$ cat config.mk
export PLATFORM = sky130hd
export DESIGN_NAME = pkt_ingress_buffer
export DESIGN_NICKNAME = d
export VERILOG_FILES = /design/src/rtl/pkt_ingress_buffer.sv
export SDC_FILE = /design/constraint.sdc
export NUM_CORES = 1
export LEC_CHECK = 0
export BUFFER_PORTS_ARGS = -buffer_cell sky130_fd_sc_hd__buf_4
export CAP_MARGIN = 20
export CORE_UTILIZATION = 47
export CTS_BUF_LIST = sky130_fd_sc_hd__clkbuf_8 sky130_fd_sc_hd__clkbuf_16
export DETAILED_ROUTE_END_ITERATION = 16
export GPL_ROUTABILITY_DRIVEN = 0
export PLACE_DENSITY = 0.79
export SLEW_MARGIN = 10
export SYNTH_ARGS = -nofsm -noshare
export SYNTH_HDL_FRONTEND = slang
export SYNTH_SLANG_ARGS = --single-unit
$ cat constraint.sdc
create_clock -name clk -period 2.4 [get_ports clk]
set_clock_uncertainty 0.05 [all_clocks]
set_input_delay 0.72 -clock clk [delete_from_list [all_inputs] [get_ports clk]]
set_output_delay 0.72 -clock clk [all_outputs]
set_load 0.005 [all_outputs]
$ cat src/rtl/pkt_ingress_buffer.sv
// -----------------------------------------------------------------------------
// pkt_ingress_buffer
//
// Ingress stage in front of the depacketizer. Router packets arrive on a
// valid/ready channel and are queued in a small FIFO. The head packet is split
// into an opcode channel and a data channel. The head entry retires only once
// both channels have completed their handshakes (fork/join).
//
// Ports
//   clk         in   1                 rising-edge clock
//   rst_n       in   1                 asynchronous active-low reset
//   in_pkt      in   ADDR_HI+1         packet from the router
//   in_valid    in   1                 in_pkt valid
//   in_ready    out  1                 buffer can accept a packet
//   op_out      out  OP_HI-OP_LO+1     opcode field of the head packet (0 when empty)
//   op_valid    out  1                 opcode pending for the head packet
//   op_ready    in   1                 consumer takes the opcode
//   data_out    out  DATA_HI-DATA_LO+1 data field of the head packet (0 when empty)
//   data_valid  out  1                 data pending for the head packet
//   data_ready  in   1                 consumer takes the data
//   fifo_count  out  $clog2(DEPTH)+1   current occupancy
//   drop_count  out  16                saturating count of filtered packets
//
// Build option
//   PKT_ADDR_FILTER_EN : when defined, packets whose address field differs from
//                        NODE_ADDR are accepted but discarded and counted in
//                        drop_count. When undefined, every packet is queued and
//                        drop_count is tied to 0.
// -----------------------------------------------------------------------------
module pkt_ingress_buffer #(
  parameter int ADDR_HI   = 32,
  parameter int ADDR_LO   = 29,
  parameter int OP_HI     = 28,
  parameter int OP_LO     = 25,
  parameter int DATA_HI   = 24,
  parameter int DATA_LO   = 0,
  parameter int DEPTH     = 4,
  parameter int NODE_ADDR = 0
) (
  input  logic                       clk,
  input  logic                       rst_n,
  input  logic [ADDR_HI:0]           in_pkt,
  input  logic                       in_valid,
  output logic                       in_ready,
  output logic [OP_HI-OP_LO:0]       op_out,
  output logic                       op_valid,
  input  logic                       op_ready,
  output logic [DATA_HI-DATA_LO:0]   data_out,
  output logic                       data_valid,
  input  logic                       data_ready,
  output logic [$clog2(DEPTH):0]     fifo_count,
  output logic [15:0]                drop_count
);

  localparam int ADDR_W = ADDR_HI - ADDR_LO + 1;
  localparam int OP_W   = OP_HI - OP_LO + 1;
  localparam int DATA_W = DATA_HI - DATA_LO + 1;
  localparam int PTR_W  = $clog2(DEPTH);
  localparam int CNT_W  = PTR_W + 1;

  localparam logic [ADDR_W-1:0] NODE_ADDR_V = ADDR_W'(NODE_ADDR);
  localparam logic [CNT_W-1:0]  FULL_COUNT  = CNT_W'(DEPTH);

  // Only the fields the downstream consumers need are stored.
  typedef struct packed {
    logic [OP_W-1:0]   op;
    logic [DATA_W-1:0] data;
  } entry_t;

  // Progress of the current head entry through its two output channels.
  typedef enum logic [1:0] {
    ST_BOTH      = 2'd0,  // neither channel taken yet
    ST_NEED_DATA = 2'd1,  // opcode taken, data outstanding
    ST_NEED_OP   = 2'd2   // data taken, opcode outstanding
  } head_state_e;

  // ---------------------------------------------------------------------------
  // State
  // ---------------------------------------------------------------------------
  entry_t             mem [DEPTH];
  logic [PTR_W-1:0]   wr_ptr_q, rd_ptr_q;
  logic [CNT_W-1:0]   count_q, count_d;
  head_state_e        state_q, state_d;
  logic               op_valid_q, data_valid_q;
  logic               op_valid_d, data_valid_d;

  logic               push_hs;    // input handshake completes
  logic               addr_match; // packet is destined for this node
  logic               wr_en;      // packet is actually written into the FIFO
  logic               op_hs, data_hs;
  logic               pop;
  entry_t             head;

  // in_ready depends only on the registered count, so a pop in the same cycle
  // never lets a push through a full FIFO.
  assign in_ready = (count_q != FULL_COUNT);
  assign push_hs  = in_valid && in_ready;
  assign wr_en    = push_hs && addr_match;

  assign op_hs    = op_valid_q   && op_ready;
  assign data_hs  = data_valid_q && data_ready;

  assign head     = mem[rd_ptr_q];

  // ---------------------------------------------------------------------------
  // Optional destination-address filter
  // ---------------------------------------------------------------------------
`ifdef PKT_ADDR_FILTER_EN
  logic [15:0] drop_q;

  assign addr_match = (in_pkt[ADDR_HI:ADDR_LO] == NODE_ADDR_V);

  always_ff @(posedge clk or negedge rst_n) begin
    if (!rst_n) begin
      drop_q <= '0;
    end else if (push_hs && !addr_match && (drop_q != 16'hFFFF)) begin
      drop_q <= drop_q + 16'd1;
    end
  end

  assign drop_count = drop_q;
`else
  logic unused_addr;

  assign addr_match  = 1'b1;
  assign drop_count  = '0;
  // The address field and node address only matter when the filter is built.
  assign unused_addr = ^{in_pkt[ADDR_HI:ADDR_LO], NODE_ADDR_V};
`endif

  // ---------------------------------------------------------------------------
  // Head FSM next-state and pop decision
  // ---------------------------------------------------------------------------
  always_comb begin
    // NOTE: every variable gets a default before the case so that no path
    // leaves it unassigned; otherwise a latch would be inferred.
    state_d = state_q;
    pop     = 1'b0;
    unique case (state_q)
      ST_BOTH: begin
        if (op_hs && data_hs) begin
          pop = 1'b1;                  // both taken together: retire at once
        end else if (op_hs) begin
          state_d = ST_NEED_DATA;
        end else if (data_hs) begin
          state_d = ST_NEED_OP;
        end
      end
      ST_NEED_DATA: begin
        if (data_hs) begin
          pop     = 1'b1;
          state_d = ST_BOTH;
        end
      end
      ST_NEED_OP: begin
        if (op_hs) begin
          pop     = 1'b1;
          state_d = ST_BOTH;
        end
      end
      default: state_d = ST_BOTH;
    endcase
  end

  // Occupancy: push and pop in the same cycle leave the count unchanged.
  always_comb begin
    count_d = count_q;
    unique case ({wr_en, pop})
      2'b10:   count_d = count_q + CNT_W'(1);
      2'b01:   count_d = count_q - CNT_W'(1);
      default: count_d = count_q;
    endcase
  end

  // Valids are registered: they are computed from the post-edge occupancy and
  // head state, so a packet written into an empty FIFO is visible on the very
  // next cycle, and a channel already taken stays low until the entry retires.
  assign op_valid_d   = (count_d != '0) && (state_d != ST_NEED_DATA);
  assign data_valid_d = (count_d != '0) && (state_d != ST_NEED_OP);

  // ---------------------------------------------------------------------------
  // Head FSM with registered channel valids
  // ---------------------------------------------------------------------------
  always_ff @(posedge clk or negedge rst_n) begin
    // NOTE: sequential state uses non-blocking assignments so every register
    // samples its inputs as they were before this edge, independent of order.
    if (!rst_n) begin
      state_q      <= ST_BOTH;
      op_valid_q   <= 1'b0;
      data_valid_q <= 1'b0;
    end else begin
      state_q      <= state_d;
      op_valid_q   <= op_valid_d;
      data_valid_q <= data_valid_d;
    end
  end

  // ---------------------------------------------------------------------------
  // Pointers and occupancy; pointers wrap naturally since DEPTH is a power of 2
  // ---------------------------------------------------------------------------
  always_ff @(posedge clk or negedge rst_n) begin
    if (!rst_n) begin
      wr_ptr_q <= '0;
      rd_ptr_q <= '0;
      count_q  <= '0;
    end else begin
      if (wr_en) wr_ptr_q <= wr_ptr_q + PTR_W'(1);
      if (pop)   rd_ptr_q <= rd_ptr_q + PTR_W'(1);
      count_q <= count_d;
    end
  end

  // NOTE: the storage array is deliberately not reset; an entry is only read
  // after it has been written, and the outputs are gated to 0 while empty.
  always_ff @(posedge clk) begin
    if (wr_en) begin
      mem[wr_ptr_q] <= '{op:   in_pkt[OP_HI:OP_LO],
                         data: in_pkt[DATA_HI:DATA_LO]};
    end
  end

  // ---------------------------------------------------------------------------
  // Outputs
  // ---------------------------------------------------------------------------
  assign op_out     = (count_q != '0) ? head.op   : '0;
  assign data_out   = (count_q != '0) ? head.data : '0;
  assign op_valid   = op_valid_q;
  assign data_valid = data_valid_q;
  assign fifo_count = count_q;

endmodule
==> results by stage <==
Global routing:
- The via count of the first global-routing pass is 2,717.
- After global routing the overflow that remains totals 0.
- The first-pass GRT wire length is 13,900 µm.
- Entering global routing, the biggest net connects 22 pins.
- The total routing resource utilization after global routing is 17.1%.
- The initial antenna violation count is 0.

Routing:
- The sum of met3 wire segment lengths after detailed routing is 468 µm.
- After detailed routing, the number of remaining DRC violations is 0.
- The vias after detailed routing is 2,576.
- The post-detailed-route wirelength per cell is 17.9 µm.
- In the routed layout, each cell is associated on average with a via count of 5.14.
- The remaining number of nets flagged by the antenna check after routing is 0.
- After detailed routing, the wire length on met1 is 3580 µm.
- The final layout contains routed wiring with a total length of 8990 µm.
- The detailed router finished its first iteration with 87 violations.
- The detailed-router iteration count before antenna repair is 4.
- After detailed routing, no signal wire sits above met4.
- In the detailed route, the total length drawn on met2 is 4870 µm.

Floorplanning:
- The core region is 0.0104 mm².
- The die area is 0.0113 mm².
- The floorplan step set the die height to 106 µm.
- 89 I/O pins were placed.
- The number of placement rows is 37.
- From left edge to right edge, the die measures 106 µm.
- The starting utilization of the core area is 48.9%.

Setup path:
- The top cell family by delay on the critical path is multiplexers.
- The data required time of the critical path is 1630 ps.
- The critical path endpoint category is an output pin.
- Traced cell by cell, the critical path runs through buf_8, mux4_2, and2b_1, buf_4.
- The worst path buffer plus inverter count is 2.
- The type of element launching the critical path is a register.
- The worst-path cell with the longest stage delay is mux4_2.
- The type of the setup path with the least slack is register to output pin.
- The signal arrival time at the worst endpoint is 1950 ps.
- The longest individual stage delay on the worst path is 490 ps.
- In this run the worst path has a maximum fanout of 9.
- The worst register-to-register path has a setup slack of 80 ps.

Run:
- The total of max-cap violations is 0.

CTS:
- The clock latency on the worst-skew pair is 510 ps.
- The TritonCTS clock tree is yes.
- The CTS buffer count is 17.
- Counting every sink on the clock net gives 127.
- In this run the post-CTS setup repair buffer count came out at 0.
- The cell at the root of the clock tree is clkbuf_8.
- The clock edge transition at the registers on the reported setup and hold paths is 60 ps.
- The worst-case clock buffer depth is 2.
- The H-tree was split into 4 levels.

Timing:
- Derived from the worst setup path, the maximum achievable clock frequency is 0.367 GHz.
- After layout, the worst path uses 113% of the clock period.
- The final-report setup violation count is 29.
- The max-slew violation count is 0.
- Subtracting the final worst setup slack from the clock period gives 2720 ps.
- Once routing completed, OpenROAD measured the worst setup slack at -323 ps.
- Setup repair after global routing could not meet its margin everywhere.
- The hold violation total from the final report was 0.

Power:
- IR analysis of the VDD net gives a maximum drop of 0.823 mV.
- The leakage dissipation is 2.47 nW.
- The total power per unit cell area is 1340 mW/mm².
- The overall power of the completed layout is 8.87 mW.

Hold path:
- In this run the worst hold path is classified as input pin to register.

Placed design:
- The count of buffers inserted at the top-level ports is 68.
- Before CTS, the worst setup slack after placement is -201 ps.
- The wire-length estimate of the detail-placed layout is 5610 µm.
- Once placement completed, the tool counted placed cells totaling 467.

Logic synthesis:
- The most area-hungry cell type in the Yosys netlist is edfxtp_1.
- Summing every instance area after synthesis gives 0.00510 mm².
- The top cell type by area accounts for 68.4% of the synthesized area.
- The most frequently used flop master after synthesis is edfxtp_1.
- By area the synthesized netlist is led by edfxtp_1 (68%), mux4_2 (13%), dfrtp_1 (5.4%), nor2b_1 (2.9%), buf_4 (2.7%).
- The number of synthesized register bits is 127.
- A synthesized cell averages 20.2 µm².
- Counting flops with a built-in enable in the synthesized netlist gives 116.
- The share of flip-flops with an asynchronous set or reset after synthesis is 8.66%.
- The sequential share of the synthesized area is 73.8%.
- The total number of yosys warnings is 0.
- After synthesis, the netlist uses 30 different library cells.
- Synthesis produced 252 cells.

Finish:
- In the layout the commonest cells are edfxtp_1 (116), buf_4 (77), mux4_2 (29).
- The library cell used most frequently in the layout, excluding fill and tap cells, is edfxtp_1.
- For this run, the number of standard cells in the final layout without fillers is 501.
- The layout overhead on the synthesized area is 30.1%.
- The number of nets in the final layout is 396.
- The ratio of cells with drive above 1 in the final layout is 46.3%.
- The number of antenna diodes in the final layout is 0.

Run status:
- The run finished, with violations left.
- The checks that failed: setup timing.
-- metrics by stage --
stage / hold WS [ps] / setup TNS [ps] / cell area, µm² / util (%)
6_report: 358 / -8540 / 6630 / 63.7
5_1_grt: 337 / -10280 / 6630 / 63.7
4_1_cts: 338 / -9230 / 6560 / 63.0
3_5_place_dp: 510 / -429 / 5940 / 57.0
3_3_place_gp: 506 / -268 / 5940 / 57.0
2_1_floorplan: 374 / -15.0 / 5180 / -
-- flip-flops by register name (all words and copies together) (netlist names) --
name        cells
mem           116
wr_ptr_q        2
rd_ptr_q        2
fifo_count      3
state_q         2
data_valid      1
op_valid        1
-- kinds of logic (layout without fill, tap and decap cells) --
| logic type | after synthesis | after routing | share of synthesized area (%) |
|---|---|---|---|
| AO/OA/AOI/OAI | 8 | 8 | 1.08 |
| XOR/XNOR | 5 | 5 | 0.859 |
| adder cells (fa/ha/maj) | 6 | 6 | 1.62 |
| buffers and inverters | 32 | 130 | 3.88 |
| flip-flops | 127 | 127 | 73.8 |
| multiplexers | 30 | 30 | 13.1 |
| other | 1 | 16 | 0.0736 |
| AND/OR/NAND/NOR | 43 | 43 | 5.62 |
-- synth_stat cells, drive strengths merged, types with 2 or more instances --
cell type	count
xor2	2
a21oi	3
and2b	7
mux4	29
clkbuf	4
and3	4
inv	7
nor2b	24
a31oi	2
and2	2
dfrtp	11
ha	5
xnor2	3
nand2b	2
buf	21
edfxtp	116
-- where the power goes --
part	internal, mW	total (mW)	switching (mW)
clock network	1.68	2.58	0.897
logic	1.82	3.16	1.35
registers	2.96	3.14	0.181
total	6.45	8.87	2.42
-- layer usage --
layer / vias up / global-route usage, %
li1: 1162 / -
met1: 1308 / 20.2
met2: 97 / 29.7
met3: 9 / 4.97
met4: 0 / 6.35
met5: - / 0
-- worst paths after layout --
path	endpoint	start	cells past startpoint
min reg2reg	wr_ptr_q[1]	wr_ptr_q[1]	1
max	data_out[23]	rd_ptr_q[0]	4
max in group asynchronous	rd_ptr_q[0]	rst_n	2
min	mem[1][9]	in_pkt[9]	1
max reg2reg	op_valid	fifo_count[0]	9
min in group asynchronous	state_q[1]	rst_n	2
-- cell type report --
type	count	area [µm²]
Fill cell	704	3780
Clock inverter	15	194
Sequential cell	127	3760
Timing Repair Buffer	91	813
Tap cell	136	170
Inverter	7	26.3
Clock buffer	17	414
Multi-Input combinational cell	108	1250
-- what timing repair did --
item | CTS | global route
cloned | 0 | 1
pin swaps | 0 | 1
resized for setup | 1 | 10
hold buffers | 1 | 0
hold endpoints to repair | 11 | 0
endpoints found under the setup margin | 29 | 32
Power figures use the tool's default switching activity.
